**src/rtl/pipe_stall_ctrl.sv**
```systemverilog
// Central stall/flush scheduler for the 5-stage pipeline.
// Merges hazard flags, the branch/jump flush request and a variable-latency
// data-memory handshake into per-stage enable, bubble and flush controls.
// Control outputs are combinational from the current state and inputs; the
// wait counter, state, sticky error and stall-cycle counter are registered.
module pipe_stall_ctrl #(
   parameter int MEM_TIMEOUT = 16,  // consecutive not-ready cycles before error (2..255)
   parameter int CNT_W       = 16   // width of the stall-cycle counter
) (
   input  logic             clock,
   input  logic             reset_n,
   input  logic             mem_req,
   input  logic             mem_ready,
   input  logic             load_use_hazard,
   input  logic             branch_hazard,
   input  logic             flush_req,
   output logic             pc_write,
   output logic             if_id_write,
   output logic             id_ex_bubble,
   output logic             ex_mem_write,
   output logic             mem_wb_bubble,
   output logic             if_id_flush,
   output logic             mem_error,
   output logic [1:0]       state_o,
   output logic [CNT_W-1:0] stall_cycles
);

   typedef enum logic [1:0] {
      RUN      = 2'd0,
      MEM_WAIT = 2'd1,
      ERROR    = 2'd2
   } state_t;

   // The RUN cycle that first sees the miss counts as not-ready cycle 1, so the
   // error edge is the one where the counter already holds MEM_TIMEOUT-1.
   localparam logic [7:0]       LAST_WAIT = 8'(MEM_TIMEOUT - 1);
   localparam logic [CNT_W-1:0] CNT_ONE   = {{(CNT_W-1){1'b0}}, 1'b1};
   localparam logic [CNT_W-1:0] CNT_MAX   = {CNT_W{1'b1}};

   state_t     state;
   logic [7:0] wait_cnt;
   logic       miss;
   logic       hazard;

   assign miss    = mem_req & ~mem_ready;
   assign hazard  = load_use_hazard | branch_hazard;
   assign state_o = state;

   // Per-stage controls: memory freeze beats hazard stall beats normal flow;
   // reset and ERROR both park the pipe with every enable off.
   always_comb begin
      pc_write      = 1'b0;
      if_id_write   = 1'b0;
      id_ex_bubble  = 1'b1;
      ex_mem_write  = 1'b0;
      mem_wb_bubble = 1'b1;
      if_id_flush   = 1'b0;
      if (reset_n && (state == RUN || state == MEM_WAIT)) begin
         if (miss) begin
            // Whole front end frozen; ID/EX holds its contents rather than bubbling.
            id_ex_bubble  = 1'b0;
         end else if (hazard) begin
            // Hold PC and IF/ID, let older instructions drain, inject a nop into EX.
            ex_mem_write  = 1'b1;
            mem_wb_bubble = 1'b0;
         end else begin
            // Flush only when nothing stalls; a held ID re-presents flush_req later.
            pc_write      = 1'b1;
            if_id_write   = 1'b1;
            id_ex_bubble  = 1'b0;
            ex_mem_write  = 1'b1;
            mem_wb_bubble = 1'b0;
            if_id_flush   = flush_req;
         end
      end
   end

   // Memory-wait FSM with timeout watchdog, sticky error and saturating stall counter.
   always_ff @(posedge clock or negedge reset_n) begin
      if (!reset_n) begin
         state        <= RUN;
         wait_cnt     <= 8'd0;
         mem_error    <= 1'b0;
         stall_cycles <= '0;
      end else begin
         unique case (state)
            RUN: begin
               if (miss) begin
                  state    <= MEM_WAIT;
                  wait_cnt <= 8'd1;
               end
            end
            MEM_WAIT: begin
               if (miss) begin
                  if (wait_cnt == LAST_WAIT) begin
                     state     <= ERROR;
                     mem_error <= 1'b1;
                  end else begin
                     wait_cnt <= wait_cnt + 8'd1;
                  end
               end else begin
                  state    <= RUN;
                  wait_cnt <= 8'd0;
               end
            end
            ERROR: begin
               mem_error <= 1'b1;
            end
            default: begin
               state    <= RUN;
               wait_cnt <= 8'd0;
            end
         endcase
         if (!pc_write && state != ERROR && stall_cycles != CNT_MAX)
            stall_cycles <= stall_cycles + CNT_ONE;
      end
   end

endmodule

```
**config.mk**
```make
export PLATFORM = sky130hd
export DESIGN_NAME = pipe_stall_ctrl
export DESIGN_NICKNAME = d
export VERILOG_FILES = /design/src/rtl/pipe_stall_ctrl.sv
export SDC_FILE = /design/constraint.sdc
export NUM_CORES = 1
export LEC_CHECK = 0
export CAP_MARGIN = 10
export CELL_PAD_IN_SITES_DETAIL_PLACEMENT = 0
export CELL_PAD_IN_SITES_GLOBAL_PLACEMENT = 2
export CORE_MARGIN = 2
export CORE_UTILIZATION = 40
export CTS_BUF_LIST = sky130_fd_sc_hd__clkbuf_4 sky130_fd_sc_hd__clkbuf_8
export CTS_CLUSTER_SIZE = 20
export DETAILED_ROUTE_END_ITERATION = 6
export DONT_BUFFER_PORTS = 1
export PLACE_DENSITY_LB_ADDON = 0.1
export SLEW_MARGIN = 20
export SYNTH_ARGS = -nofsm -noshare
export SYNTH_HDL_FRONTEND = slang
export SYNTH_SLANG_ARGS = --single-unit
```
**constraint.sdc**
```tcl
create_clock -name clock -period 3.6 [get_ports clock]
set_input_delay 0.18 -clock clock [delete_from_list [all_inputs] [get_ports clock]]
set_output_delay 0.18 -clock clock [all_outputs]
set_load 0.05 [all_outputs]
```
## Word level (Yosys, flattened, before mapping)

Index checks and enable logic that the tools add are counted.

- Add/subtract/negate cells: 2
- Eq/ne operators: 10
- Multiplexer cells: 24
- Bitwise logic cells: 4
- Reduce and logical (&&, ||, !) cells: 10

Operators with widths:

| kind | number |
|---|---|
| $mux W8 | 3 |
| $pmux W8 S3 | 1 |
| $add A16 B1 Y16 const B | 1 |
| $ne A16 B16 Y1 const B | 1 |
| $mux W1 | 15 |
| $reduce_and A3 Y1 | 3 |
| $add A8 B1 Y8 const B | 1 |
| $eq A8 B4 Y1 const B | 1 |
| $mux W2 | 3 |
| $ne A2 B2 Y1 const B | 3 |
| $pmux W2 S3 | 1 |
| $logic_and A1 B1 Y1 | 3 |
| $ne A3 B2 Y1 const B | 1 |
| $ne A3 B3 Y1 const B | 1 |
| $eq A2 B1 Y1 const B | 1 |
| $eq A2 B2 Y1 const B | 1 |
| $logic_not A2 Y1 | 1 |
| $ne A2 B1 Y1 const B | 1 |
| $not A1 Y1 | 2 |
| $pmux W1 S2 | 1 |
| $reduce_bool A2 Y1 | 1 |
| $and A1 B1 Y1 | 1 |
| $logic_not A1 Y1 | 1 |
| $logic_or A1 B1 Y1 | 1 |
| $or A1 B1 Y1 | 1 |

- Register bits after elaboration: 27
- Bits of input ports: 7
- Output and inout bits: 25
- Word-level logic and storage cells: 54

## Logic depth before layout (Yosys ltp)

Gate-level depths: netlist of run 1.

- Word-level depth: 7
- Gate-level depth with buffers: 6

## Least setup slack after synthesis of run 1

No wires, ideal clock.

- Kind: reg2out
- Start: reg state[1], in the netlist state_o[1]
- End: out if_id_flush
- Arrival time: 2.996 ns
- Setup slack: 0.424 ns
- Stages on the path, launching flop included: 5
- Buffers on the path: 0
- Path through: dfrtp_1 -> nor2b_1 -> nand2_1 -> nor3_1 -> and2_1

- Longest elaborated chain between the ends: 4
- Elaborated cells on any way between the ends: 5
- Those cells by class: eq/ne (1); mux (1); reduce/logical (3)

RTL lines:

| what | RTL line | RTL |
|---|---|---|
| start: declaration | 40 | `state_t state;` |
| start signal: assignment | 81 | `state <= RUN;` |
| start signal: assignment | 89 | `state <= MEM_WAIT;` |
| start signal: assignment | 96 | `state <= ERROR;` |
| $eq A2 B1 Y1 or $logic_not A2 Y1 (tied branches) | 58 | `if (reset_n && (state == RUN \|\| state == MEM_WAIT)) begin` |
| $logic_or A1 B1 Y1 (*) | 58 |  |
| $logic_and A1 B1 Y1 (*) | 58 |  |
| $mux W1 (*) | 58 |  |
| end: declaration | 22 | `output logic if_id_flush,` |

Every way passes the cells marked *; elsewhere a longest branch is shown, timed or not.

## Worst setup path after layout of run 1

Same ends and word-level chain as after synthesis.

==> results of run 1 <==
-- state kept, by name (all words and copies together), names as in the netlist --
name          flops
mem_error         1
wait_cnt          8
state_o           2
stall_cycles     16
-- cell families after synthesis --
logic type               Yosys count
buffers and inverters              8
adder cells (fa/ha/maj)            2
AND/OR/NAND/NOR                   70
multiplexers                       3
AO/OA/AOI/OAI                     16
XOR/XNOR                          17
flip-flops                        27
-- Yosys cell counts (2+ instances only) --
master	n
nor3_1	6
nor2_1	6
o22ai_1	6
ha_1	2
nand3_1	6
nor3b_1	2
a21oi_1	2
nand2_1	18
inv_1	2
and3_1	2
nand4_1	7
mux2_2	2
a31oi_1	2
clkbuf_1	3
dfrtp_1	27
xor2_1	17
a21o_1	2
nor4_1	9
-- layer usage --
layer  track usage (%)  up-vias  part of all wire [%]
li1                  -      536                     -
met4              4.89        0                   1.1
met2              24.2       37                    43
met1              21.5      501                    48
met3              4.23        4                   7.0
met5                 0        -                     0
-- worst min-delay path by stage --
stage | from | end
floorplan | reset_n | mem_error
global placement | reset_n | mem_error
detailed placement | reset_n | state_o[1]
CTS | mem_ready | state_o[0]
global route | mem_ready | state_o[0]
finish | mem_ready | state_o[0]
-- critical path, stage by stage (launching register included) --
cell and delay (ns):
dfrtp_1 0.64, nor2b_1 0.28, nand2_1 0.38, nor3_2 0.22, buf_4 0.24, and2_1 0.46
-- power by group through the flow --
stage                     logic [mW]  clock network, mW  registers, mW
final                          0.241              0.137          0.712
after global routing           0.269              0.157          0.731
after CTS                      0.244              0.143          0.713
after detailed placement       0.233                  0          0.720
after global placement         0.229                  0          0.717
after floorplan                0.164                  0          0.717
-- metrics by stage --
stage	total power [mW]	instance area [um2]	worst slack, ns	hold WS (ns)
4_1_cts	1.10	1560	0.859	0.173
2_1_floorplan	0.881	1430	0.424	-0.116
3_3_place_gp	0.946	1500	1.11	-0.115
3_5_place_dp	0.953	1500	1.04	-0.115
5_1_grt	1.16	1560	0.700	0.187
6_report	1.09	1560	0.878	0.178
-- final cells by class --
cell class                      count  share of cell area [%]
Tap cell                           46                    3.70
Clock inverter                      1                   0.322
Sequential cell                    27                    43.4
Multi-Input combinational cell    108                    46.1
Inverter                            2                   0.482
Clock buffer                        3                    1.45
Timing Repair Buffer                7                    4.58
==> impl_metrics.yaml, run 1 <==
timing:
  clock_skew_ns: 0.0128
  tns_ns: 0
  period_share_pct: 75.6
  fmax_mhz: 367
  worst_slew_pin_slew_ns: 0.683
  final-setup-viol-count: 0
  final.min_clock_period_ns: 2.72
  drv_slew: 0
  slew_headroom_pct: 54.5
  rsz0062_at_grt: "no"
  hold_violations: 0
synth:
  synth_cell_types: 40
  synth-seq-cells: 27
  synth_top_cell_area_share_pct: 47.2
  syn_area_mm2: 0.00143
  synth_mux_area_share_pct: 2.27
  yosysSeqAreaShare_pct: 47.2
  avgSynthCellArea_um2: 10.0
  netlist_top_cells_area: "dfrtp_1 (47%), xor2_1 (10%), nand2_1 (4.7%)"
  synth_xor_area_share_pct: 10.4
  ys_warn_count: 0
  synthArstFlopShare_pct: 100
  synthAdderAreaFrac_pct: 1.75
  synthSimpleGateAreaFrac_pct: 27.8
  synth_nets: 152
  synth_top_family_by_area: "simple AND/OR/NAND/NOR gates"
  synth_compound_area_share_pct: 7.52
  synth-edff-count: 0
  syn-instance-count: 143
  ys.flop_type: "dfrtp_1"
  yosysTopAreaCell: "dfrtp_1"
placement:
  numPortBuffers: 0
  place.gp.congestion: 0.734
  dpl.hpwl_mm: 2.07
  dp_cells: 188
pwr:
  cellLeakagePower_nw: 0.634
  powerDensity_mw_per_mm2: 700
  share_comb_of_total_power_pct: 22.1
  seq_power_share_pct: 65.3
  power_switching_mw: 0.578
  worst_ir_drop_vdd_mv: 0.514
  p_int_mw: 0.512
  p_clk_share_pct: 12.6
  swShare_pct: 53.0
clocking:
  postCtsSetupBuffers: 0
  clock_sinks: 27
  cts_hold_buf: 2
  cts_max_path_buffers: 2
  cts_buffers: 3
  clock_latency_ns: 0.33
  clk_pin_slew_ns: 0.14
  htreeDepth: 1
  cts_resized: 0
  cts_root_buffer: "clkbuf_4"
  tritoncts: "built"
final_layout:
  multi_input_area_um2: 717
  synthToLayoutAreaGrowth_pct: 8.84
  drive_gt1_share_pct: 13.5
  mostFrequentLayoutCell: "dfrtp_1"
  n_antenna_cell: 0
  final_nets: 158
  ff_latch_area_um2: 676
  final_core_util_pct: 45.9
  final_cells: 194
  final_cell_mix: "dfrtp_1 (27), nand2_1 (18), xor2_1 (17), nor4_1 (9), nand4_1 (7)"
  fill_cells: 330
drt:
  drcViolationCount: 0
  final_antenna_net_count: 0
  post_drt_via_cell_ratio: 5.56
  first_pass_iters: 4
  routed_wl_mm: 2.96
  drt_iter0_markers: 20
  vias: 1078
  routedWlPerCell_um: 15.2
run:
  cap_violations: 0
global_route:
  grt_pass1_vias: 1039
  grt_max_degree: 28
  grt_pass1_wl_mm: 5.06
  grt_usage_pct: 15.7
  grt-ovfl-total: 0
  antenna_found_initial: 0
worst_setup_path:
  startpoint_type: "flop"
  path_class: "flop to primary output"
  startpoint: "state_o[1]"
  worst-r2r-cell-count: 6
  r2r_slack_ns: 1.00
  crit_arrival_ns: 2.54
  timing.rr.end: "stall_cycles[1]"
  cp_max_fo: 6
  worst_ep_required_time_ns: 3.42
  endpoint: "if_id_flush"
  crit_path_end_kind: "primary output"
  r2r-start: "stall_cycles[0]"
die:
  core_mm2: 0.00339
  start_util_pct: 42.2
  dieArea_mm2: 0.00407
  ios: 32
  rows: 21
  die_h_um: 63.8
  die_x_um: 63.8
outcome:
  outcome: "finished, final reports clean"
min_path:
  hp-class: "input port to flop"
  hold_depth: 2
Note: power is estimated with default switching activity, not from simulation.
==> inputs of run 2 (changes only) <==
==> constraint.sdc (replaced) <==
create_clock -name clock -period 2.6 [get_ports clock]
set_input_delay 0.13 -clock clock [delete_from_list [all_inputs] [get_ports clock]]
set_output_delay 0.13 -clock clock [all_outputs]
set_load 0.05 [all_outputs]
==> run 2 against run 1 <==
Effect of this change: count of clock-buffer cells in the layout is 1 higher; sequential share of layout area shrank 3.7 points; clock power grew 41%; global-route usage increased by 0.93 points; routed wire length is 6.2% higher; critical path depth up 1; design area is 9.3% higher; critical endpoint is now stall_cycles[1].
==> impl_metrics.yaml, run 2 (synthesized netlist as in run 1, its figures left out) <==
timing:
  period_share_pct: 80.7
  rsz0062_at_grt: "no"
  hold_violations: 0
  clock_skew_ns: 0.00128
  final-setup-viol-count: 0
  drv_slew: 0
  final.min_clock_period_ns: 2.10
  setup_slack_ns: 0.503
  slew_headroom_pct: 60.3
  worst_slew_pin_slew_ns: 0.590
  tns_ns: 0
  fmax_mhz: 477
clocking:
  clock_sinks: 27
  clk_pin_slew_ns: 0.14
  cts_max_path_buffers: 2
  cts_root_buffer: "clkbuf_4"
  htreeDepth: 1
  postCtsSetupBuffers: 0
  clock_latency_ns: 0.32
  tritoncts: "built"
  cts_buffers: 3
global_route:
  antenna_found_initial: 0
  grt_max_degree: 28
  busiest_layer: "met2"
  grt_usage_pct: 16.7
  grt_pass1_vias: 1148
  grt-ovfl-total: 0
  grt_use_met3_pct: 4.05
  grt_pass1_wl_mm: 5.39
  use_met2_pct: 25.8
  met1_usage_pct: 23.2
drt:
  drt_iter0_markers: 67
  routedWlPerCell_um: 14.9
  vias: 1155
  routed_wl_mm: 3.14
  post_drt_via_cell_ratio: 5.47
  final_antenna_net_count: 0
  first_pass_iters: 4
  drcViolationCount: 0
worst_setup_path:
  path_class: "flop to flop"
  crit_path_end_kind: "flop"
  r2r_slack_ns: 0.50
  timing.rr.end: "stall_cycles[1]"
  worst-r2r-cell-count: 6
  startpoint: "stall_cycles[1]"
  startpoint_type: "flop"
  cp_max_fo: 8
  r2r-start: "stall_cycles[1]"
  endpoint: "stall_cycles[1]"
  worst_ep_required_time_ns: 2.82
  crit_arrival_ns: 2.32
die:
  ios: 32
  core_mm2: 0.00339
  die_h_um: 63.8
  die_x_um: 63.8
  dieArea_mm2: 0.00407
  rows: 21
  start_util_pct: 42.2
final_layout:
  ff_latch_area_um2: 676
  synthToLayoutAreaGrowth_pct: 19.0
  multi_input_area_um2: 723
  largest_reg_flops: 16
  n_antenna_cell: 0
  final_nets: 175
  drive_gt1_share_pct: 22.4
  fill_cells: 330
  final_cells: 211
  mostFrequentLayoutCell: "dfrtp_1"
  top_register: "stall_cycles"
  final_cell_mix: "dfrtp_1 (27), buf_4 (21), nand2_1 (18), xor2_1 (17), nor4_1 (9)"
placement:
  numPortBuffers: 0
  dpl.hpwl_mm: 2.24
  place.gp.congestion: 0.736
  pre_cts_slack_ns: 0.522
  dp_cells: 205
run:
  cap_violations: 0
outcome:
  outcome: "finished, final reports clean"
pwr:
  worst_ir_drop_vdd_mv: 0.557
  powerDensity_mw_per_mm2: 972
  p_total_mw: 1.65
  cellLeakagePower_nw: 0.718
min_path:
  hp-class: "input port to flop"
run 2: cell type report:
cell class / count / share of cell area, %
clock buffer: 4 / 1.76
inverter: 2 / 0.441
multi-input combinational: 108 / 42.5
sequential: 27 / 39.7
tap: 46 / 3.38
timing repair buffer: 24 / 12.2
run 2: worst min path at each step:
stage	from	to	slack (ns)	depth (start not counted)
after global placement	reset_n	mem_error	-0.17	0
after floorplan	reset_n	mem_error	-0.17	0
after global routing	mem_ready	state_o[0]	0.13	2
final	mem_ready	state_o[0]	0.15	2
after CTS	mem_ready	state_o[0]	0.13	2
after detailed placement	reset_n	mem_error	-0.17	0
run 2: what timing repair did:
action	in CTS	in global routing
hold endpoints to repair	27	0
hold buffers	2	0
resized for setup	0	0
run 2: routing by layer:
layer | up-vias | wire length, um
met1 | 547 | 1570
met5 | - | 0
met3 | 2 | 176
li1 | 573 | -
met2 | 33 | 1370
met4 | 0 | 23
run 2: per-stage QoR:
| stage | util (%) | instance area, um2 | hold slack [ns] |
|---|---|---|---|
| after floorplan | - | 1440 | -0.166 |
| after global placement | 48.4 | 1640 | -0.165 |
| after detailed placement | 48.4 | 1640 | -0.165 |
| after CTS | 50.2 | 1700 | 0.131 |
| after global routing | 50.2 | 1700 | 0.133 |
| final | 50.2 | 1700 | 0.145 |
run 2: critical path: stages, from the launching register on:
cell and delay (ns):
dfrtp_1 0.38, ha_1 0.20, nand4_2 0.19, nor4_1 0.59, buf_4 0.27, nor2_1 0.07
mux2_2 0.29
run 2: power breakdown:
| part | total (mW) | internal, mW | switching, mW | leakage, nW |
|---|---|---|---|---|
| Sequential | 0.597 | 0.520 | 0.0769 | 0.318 |
| Combinational | 0.864 | 0.248 | 0.615 | 0.381 |
| Clock | 0.193 | 0.0704 | 0.122 | 0.0184 |
